===== src/rtl/servo_ramp_controller.sv =====
// Multi-channel hobby-servo PWM driver with debounced open/close toggles, host target
// loads and per-frame slew limiting of the pulse width.
module servo_ramp_controller #(
  parameter int unsigned NUM_CH     = 2,
  parameter int unsigned CH_W       = 3,
  parameter int unsigned CNT_W      = 21,
  parameter int unsigned PWM_PERIOD = 2_000_000,
  parameter int unsigned PULSE_MIN  = 50_000,
  parameter int unsigned PULSE_MAX  = 250_000,
  parameter int unsigned STEP       = 2_500,
  parameter int unsigned DEB_LEN    = 65_536
) (
  input  logic              clk,
  input  logic              reset,
  input  logic [NUM_CH-1:0] toggle,
  input  logic              tgt_valid,
  input  logic [CH_W-1:0]   tgt_ch,
  input  logic [CNT_W-1:0]  tgt_width,
  output logic              tgt_ready,
  output logic [NUM_CH-1:0] servo,
  output logic [NUM_CH-1:0] pos_open,
  output logic [NUM_CH-1:0] at_target,
  output logic              frame_tick
);

  localparam int unsigned DEB_W = (DEB_LEN > 2) ? $clog2(DEB_LEN) : 1;
  localparam int unsigned EXT_W = CNT_W + 1;

  localparam logic [CNT_W-1:0] PERIOD_LAST = CNT_W'(PWM_PERIOD - 1);
  localparam logic [CNT_W-1:0] MIN_W       = CNT_W'(PULSE_MIN);
  localparam logic [CNT_W-1:0] MAX_W       = CNT_W'(PULSE_MAX);
  localparam logic [CNT_W-1:0] MID_W       = CNT_W'((PULSE_MIN + PULSE_MAX) / 2);
  localparam logic [CNT_W-1:0] STEP_C      = CNT_W'(STEP);
  localparam logic [EXT_W-1:0] STEP_X      = EXT_W'(STEP);
  localparam logic [DEB_W-1:0] DEB_LAST    = DEB_W'(DEB_LEN - 1);

  logic [CNT_W-1:0] cnt_q;
  logic [CNT_W-1:0] cnt_d;
  logic             frame_end;
  logic             host_xfer;
  logic [CNT_W-1:0] clamped;

  // Shared frame counter; the last count is the ramp update point
  always_comb begin
    frame_end = (cnt_q == PERIOD_LAST);
    cnt_d     = frame_end ? '0 : cnt_q + CNT_W'(1);
  end

  always_comb begin
    host_xfer = tgt_valid & tgt_ready;
    clamped   = tgt_width;
    if (tgt_width < MIN_W) begin
      clamped = MIN_W;
    end else if (tgt_width > MAX_W) begin
      clamped = MAX_W;
    end
  end

  always_ff @(posedge clk) begin
    if (reset) begin
      cnt_q      <= '0;
      frame_tick <= 1'b0;
      tgt_ready  <= 1'b0;
    end else begin
      cnt_q      <= cnt_d;
      frame_tick <= frame_end;
      tgt_ready  <= 1'b1;
    end
  end

  for (genvar g = 0; g < NUM_CH; g++) begin : g_ch
    logic [CNT_W-1:0] cur_q;
    logic [CNT_W-1:0] cur_d;
    logic [CNT_W-1:0] tgt_q;
    logic [CNT_W-1:0] tgt_d;
    logic [DEB_W-1:0] deb_q;
    logic [DEB_W-1:0] deb_d;
    logic             stable_q;
    logic             stable_d;
    logic             rise;
    logic             pos_q;
    logic             pos_d;
    logic             servo_q;
    logic             host_hit;

    assign host_hit = host_xfer && (tgt_ch == CH_W'(g));

    // Accept a new level only after DEB_LEN consecutive differing samples
    always_comb begin
      deb_d    = '0;
      stable_d = stable_q;
      rise     = 1'b0;
      if (toggle[g] != stable_q) begin
        if (deb_q == DEB_LAST) begin
          stable_d = ~stable_q;
          rise     = ~stable_q;
        end else begin
          deb_d = deb_q + DEB_W'(1);
        end
      end
    end

    // Host load takes priority over a coincident toggle edge
    always_comb begin
      tgt_d = tgt_q;
      pos_d = pos_q;
      if (host_hit) begin
        tgt_d = clamped;
        pos_d = (clamped > MID_W);
      end else if (rise) begin
        pos_d = ~pos_q;
        tgt_d = pos_q ? MIN_W : MAX_W;
      end
    end

    // Slew toward the target once per frame; compares run one bit wider to avoid wrap
    always_comb begin
      cur_d = cur_q;
      if (frame_end) begin
        if (STEP == 0) begin
          cur_d = tgt_q;
        end else if (cur_q < tgt_q) begin
          if (({1'b0, cur_q} + STEP_X) >= {1'b0, tgt_q}) begin
            cur_d = tgt_q;
          end else begin
            cur_d = cur_q + STEP_C;
          end
        end else if (cur_q > tgt_q) begin
          if ({1'b0, cur_q} <= ({1'b0, tgt_q} + STEP_X)) begin
            cur_d = tgt_q;
          end else begin
            cur_d = cur_q - STEP_C;
          end
        end
      end
    end

    always_ff @(posedge clk) begin
      if (reset) begin
        cur_q    <= MIN_W;
        tgt_q    <= MIN_W;
        deb_q    <= '0;
        stable_q <= 1'b0;
        pos_q    <= 1'b0;
        servo_q  <= 1'b0;
      end else begin
        cur_q    <= cur_d;
        tgt_q    <= tgt_d;
        deb_q    <= deb_d;
        stable_q <= stable_d;
        pos_q    <= pos_d;
        servo_q  <= (cnt_q < cur_q);
      end
    end

    assign servo[g]     = servo_q;
    assign pos_open[g]  = pos_q;
    assign at_target[g] = (cur_q == tgt_q);
  end

endmodule


===== config.mk =====
export PLATFORM = sky130hd
export DESIGN_NAME = servo_ramp_controller
export DESIGN_NICKNAME = d
export VERILOG_FILES = /design/src/rtl/servo_ramp_controller.sv
export SDC_FILE = /design/constraint.sdc
export NUM_CORES = 1
export LEC_CHECK = 0
export CORE_ASPECT_RATIO = 1.25
export CORE_UTILIZATION = 23
export CTS_CLUSTER_DIAMETER = 150
export DETAILED_ROUTE_END_ITERATION = 12
export SETUP_SLACK_MARGIN = 0.15
export SYNTH_ARGS = -nofsm -noshare
export SYNTH_HDL_FRONTEND = slang
export SYNTH_SLANG_ARGS = --single-unit

===== constraint.sdc =====
create_clock -name clk -period 8.3 [get_ports clk]
set_input_delay 2.075 -clock clk [delete_from_list [all_inputs] [get_ports clk]]
set_output_delay 2.075 -clock clk [all_outputs]
set_load 0.01 [all_outputs]

==> out/qor.txt, run 1 <==
TritonCTS clock tree = yes
total negative slack = 0 ps
Worst setup EP type = output pin
most common cell after layout, fill and taps aside = ha_1
Worst Path Required = 6230 ps
drt total wl = 40.5 mm
Clock Tree Buf Depth = 2
routed length on met2 = 19.5 mm
PortBufs = 36
Max Fclk = 202 MHz
Power Total = 1.66 mW
Iteration-0 DRC Markers = 847
syn nets = 1761
CTS clk-pin slew, worst paths = 60 ps
startpoint types = flop
Die H = 261 um
Top FF cell, synth = dfxtp_1
WL/cell = 17.9 um
TritonRoute pass-1 iters = 6
Hold/Removal Path Class = reg2reg
Synth top area share = 23.6%
nets@finish = 1767
Setup CP Type = reg2out
Leak Pwr = 5.42 nW
RSZ-0062 raised after global routing = no
Slew Viols, Final = 0
Cells after Synth = 1565
synth top area cells = dfxtp_1 24%, ha_1 17%, xnor2_1 6.9%, nor2_1 5.0%, nand2_1 4.2%
HPWL Detailed = 31.5 mm
Ports = 37
DR vias = 11937
Final Setup Violations = 0
ANT cells = 0
Post-Syn Area per Cell = 7.86 sq um
met1 WL = 16.8 mm
hold path depth = 1
initial antenna violation count = 0
fillers = 5746
post-DR vias/cell = 5.29
# clock sinks = 145
vias in the first global route = 11809
core area = 52700 sq um
# hold bufs at CTS = 0
register area share after synthesis = 23.6%
Post-synth EDFFs = 0
chip width = 209 um
Register Area = 2900 sq um
CP max-delay cell = dfxtp_1
Clock Skew = 12.8 ps
count of unique library cells instantiated by Yosys = 87
Peak VDD IR = 146 uV
period utilization = 59.7%
Core Rows = 94
largest net degree at the start of global routing = 53
Fin. Hold Viols = 0
Hold EP = g_ch[0].deb_q[0]
Area Growth Syn to Fin = 13.4%
commonest non-fill, non-tap cells in the layout = 167 x ha_1, 164 x nor2_1, 145 x dfxtp_1, 138 x nand2_1, 97 x xnor2_1
Initial Util = 23.3%
clock root buffer = clkbuf_16
GRT Overall Usage = 15.1%
Routed Antenna Nets = 0
Placer Congestion = 0.920
pwr dens = 119 nW/um^2
first-pass GRT wire length = 64.9 mm
CTS Buf Count = 17
max_cap viols = 0
Relative slew margins = 39.6%
Setup Fix Bufs, Post-CTS = 0
CP Cell Sequence = inv_1, ha_1, nand4_1, nor2_1, nand4_1, inv_1, clkdlybuf4s50_1
Overflow after GRT = 0
share of cells above drive strength 1 = 4.80%
Cell Area, Synth = 12300 sq um
ys async rst share = 0%
Yosys top cell by area = dfxtp_1
Critical Path AT = 2880 ps
outcome = finished, final reports clean
# DRC = 0
RR Endpoint = g_ch[1].cur_q[9]
H-Tree Depth = 4
FF-to-FF path depth = 18
clk_lat worst skew = 460 ps
# resized after CTS = 0
worst flop-to-flop path startpoint = g_ch[1].tgt_q[2]
wire length on met3 = 1.86 mm
Worst-Margin Slew = 903 ps
footprint of the multi-input gates = 8790 sq um
top sig layer = met4
worst-path fanout max = 6
Synthesis Warnings = 0
Tmin final = 4950 ps
Worst Min Path Start = g_ch[0].deb_q[0]
synthesis-stage register bit count = 145
Die ar. = 54400 sq um
Slowest Stage Delay on Critical Path = 590 ps
r2r setup slk = 3480 ps
[through the flow]
| step | hold WS [ps] | setup WS (ps) | instances | instance area, sq um | utilization, % |
|---|---|---|---|---|---|
| floorplan | 426 | 4310 | 1565 | 12300 | - |
| CTS | 466 | 3320 | 2256 | 13900 | 26.5 |
| detailed placement | 449 | 3340 | 2224 | 13300 | 25.3 |
| finish | 461 | 3350 | 2256 | 13900 | 26.5 |
| global placement | 441 | 3400 | 2224 | 13300 | 25.3 |
| global route | 479 | 3140 | 2256 | 13900 | 26.5 |
[logic make-up after synthesis]
logic type               synth area share, %
AND/OR/NAND/NOR                         23.8
AO/OA/AOI/OAI                           21.3
adder cells (fa/ha/maj)                 17.0
buffers and inverters                   4.98
flip-flops                              23.6
XOR/XNOR                                9.04
multiplexers                           0.326
[cell usage after synthesis (all sizes together) (13+ instances only)]
cell    number
and2        13
o211ai      25
a22oi       18
nor2       165
o221ai      14
o21ai       66
nand2b      15
a21oi       95
a221oi      14
a31oi       17
nand3       59
xor2        30
xnor2       97
a211oi      19
clkbuf      46
nor4        24
inv         95
nor3        45
nand2      139
nand4       46
ha         167
dfxtp      145
a21o        29
and3        26
[layer usage]
metal	up-vias	global-route usage [%]
li1	5767	-
met1	5642	17.6
met2	406	25.9
met3	122	1.88
met4	0	10.2
met5	-	0
[where the power goes]
part	internal (mW)	switching, mW
clock	0.471	0.363
combinational	0.0458	0.0738
sequential	0.700	0.00757
total	1.22	0.444
[worst max-delay path by stage]
stage                      start          endpoint  slack [ps]  cells past startpoint
6_report       g_ch[0].tgt_q[16]      at_target[0]        3350                      7
2_1_floorplan   g_ch[1].tgt_q[2]  g_ch[1].cur_q[9]        4310                     17
3_5_place_dp       tgt_width[20]     g_ch[0].pos_q        3340                      8
5_1_grt         g_ch[1].cur_q[2]      at_target[1]        3140                      6
3_3_place_gp       tgt_width[20]     g_ch[0].pos_q        3400                      8
4_1_cts        g_ch[0].tgt_q[16]      at_target[0]        3320                      7
[worst max-delay path, delay by kind of cell (launching register included)]
family	cells	cell delay, ps
buffers and inverters	3	930
DFF	1	590
and+or+nand+nor	3	560
adders and majority gates	1	350
[state kept, by name (all words and copies together), names as in the netlist, 2 cells and up]
name,count
g_ch.tgt_q,42
g_ch.stable_q,2
g_ch.servo_q,2
g_ch.deb_q,32
g_ch.pos_q,2
cnt_q,21
g_ch.cur_q,42
[layout make-up]
cell class / instances / share of cell area, %
multi-input cells: 1264 / 63.0
flip-flops and latches: 145 / 20.8
well taps: 672 / 6.03
clock buffers: 19 / 3.25
repair buffers: 45 / 3.03
inverters: 98 / 2.64
clock inverters: 13 / 1.18
Power figures use the tool's default switching activity.
==> run 2, diff against run 1 <==
==> constraint.sdc (replaced) <==
create_clock -name clk -period 4.61 [get_ports clk]
set_input_delay 1.1525 -clock clk [delete_from_list [all_inputs] [get_ports clk]]
set_output_delay 1.1525 -clock clk [all_outputs]
set_load 0.01 [all_outputs]
==> run 2 against run 1 <==
  * Clock skew fell by 4.1 ps
  * First-iteration DRC count rose by 36%
  * Clock power rose by 63%
  * Critical path type is now reg2reg
  * Critical endpoint is now g_ch[0].cur_q[17]
==> out/qor.txt, run 2 (synthesis gave the netlist of run 1 again) <==
Die ar. = 54400 sq um
sw frac = 26.7%
clock root buffer = clkbuf_16
TritonRoute pass-1 iters = 6
top sig layer = met4
vias in the first global route = 12142
max_cap viols = 0
CTS Buf Count = 17
PortBufs = 36
footprint of the multi-input gates = 8830 sq um
GRT Overall Usage = 15.2%
clk_lat worst skew = 450 ps
chip width = 209 um
Tmin final = 4320 ps
Iteration-0 DRC Markers = 1156
internal power = 2.09 mW
Placer Congestion = 0.956
Hold/Removal Path Class = reg2reg
r2r setup slk = 290 ps
DR vias = 12366
Crit. Startpoint = g_ch[0].cur_q[2]
H-Tree Depth = 4
Relative slew margins = 43.5%
Max Fclk = 231 MHz
Ports = 37
total negative slack = 0 ps
WL/cell = 18.0 um
Setup CP Type = reg2reg
HPWL Detailed = 33.1 mm
Leak Pwr = 5.65 nW
Fin. Hold Viols = 0
FF-to-FF path depth = 17
Gate power share = 7.9%
met1 WL = 16.9 mm
worst-path fanout max = 16
Worst Min Path Start = g_ch[0].deb_q[0]
Area Growth Syn to Fin = 16.5%
most common cell after layout, fill and taps aside = ha_1
Flop pwr share = 44.5%
Routed Antenna Nets = 0
post-DR vias/cell = 5.37
worst flop-to-flop path startpoint = g_ch[0].cur_q[2]
startpoint types = flop
initial antenna violation count = 0
RSZ-0062 raised after global routing = yes
Clock Skew = 8.77 ps
switching pwr = 764 uW
Critical Path AT = 4640 ps
first-pass GRT wire length = 65.7 mm
Die H = 261 um
Core Rows = 94
TritonCTS clock tree = yes
ANT cells = 0
routed length on met2 = 20.2 mm
# clock sinks = 145
nets@finish = 1817
Clk pwr share = 47.5%
RR Endpoint = g_ch[0].cur_q[17]
pwr dens = 200 nW/um^2
Worst setup EP type = flop
core area = 52700 sq um
Register Area = 2910 sq um
hold path depth = 1
Worst Path Required = 4930 ps
# DRC = 0
Worst-Margin Slew = 841 ps
Final Setup Violations = 0
outcome = finished, final reports clean
Initial Util = 23.3%
Hold EP = g_ch[0].deb_q[0]
wire length on met3 = 2.07 mm
period utilization = 93.8%
share of cells above drive strength 1 = 8.03%
Overflow after GRT = 0
Slew Viols, Final = 0
fillers = 5690
CTS clk-pin slew, worst paths = 70 ps
Hold Slack = 458 ps
Clock Tree Buf Depth = 2
largest registers = g_ch.cur_q: 42 flops, g_ch.tgt_q: 42 flops, g_ch.deb_q: 32 flops
Finished Core Util = 27.2%
commonest non-fill, non-tap cells in the layout = 167 x ha_1, 164 x nor2_1, 143 x dfxtp_1, 138 x nand2_1, 97 x xnor2_1
Peak VDD IR = 256 uV
drt total wl = 41.5 mm
largest net degree at the start of global routing = 44
run 2: worst max-delay path by stage:
stage                                   end  slack (ps)  cells past startpoint
after floorplan            g_ch[1].cur_q[9]         620                     17
after global placement     g_ch[1].cur_q[2]         260                     17
after detailed placement   g_ch[1].cur_q[2]         200                     17
after CTS                  g_ch[1].cur_q[2]         170                     17
after global routing       g_ch[0].cur_q[2]         120                     17
final                     g_ch[0].cur_q[17]         290                     17
run 2: power by group through the flow:
stage	logic (mW)	clock network, mW	registers (mW)
6_report	0.227	1.36	1.27
5_1_grt	0.245	1.43	1.27
4_1_cts	0.223	1.39	1.27
3_5_place_dp	0.221	0	1.30
3_3_place_gp	0.219	0	1.30
2_1_floorplan	0.126	0	1.30
run 2: routing by layer:
layer | track usage, % | vias up
met5 | 0 | -
met4 | 9.54 | 0
met3 | 2.05 | 136
met2 | 26.6 | 520
met1 | 17.6 | 5866
li1 | - | 5844
run 2: repair_timing:
| action | in CTS | in global routing |
|---|---|---|
| buffers inserted | 0 | 1 |
| hold buffers | 0 | 0 |
| setup endpoints to repair | 0 | 40 |
| gates resized for setup | 0 | 11 |
run 2: layout make-up:
type                            instances  share of cell area [%]
Multi-Input combinational cell       1264                    61.7
Sequential cell                       145                    20.3
Tap cell                              672                    5.87
Timing Repair Buffer                   95                    5.75
Clock buffer                           17                    2.97
Inverter                               98                    2.57
Clock inverter                         13                   0.900
run 2: worst max-delay path, stage by stage, from the launching register on:
cell       delay (ps)
dfxtp_1           410
ha_1              310
and3_1            260
or4_1             480
a31o_2            320
and2_1            200
xnor2_1           160
ha_1              320
and4_1            220
o2111ai_2         150
nor3_1            220
a21oi_1           120
o211ai_1          110
buf_4             190
o22ai_4            80
buf_12            170
o21ai_0           340
o22ai_1           120
run 2: stage by stage:
step	total power [mW]	setup slack, ps	area, sq um	cells
after floorplan	1.42	618	12300	1565
after global placement	1.52	260	13700	2273
after detailed placement	1.52	199	13700	2273
after CTS	2.88	167	14300	2303
after global routing	2.95	116	14300	2304
final	2.86	286	14300	2304
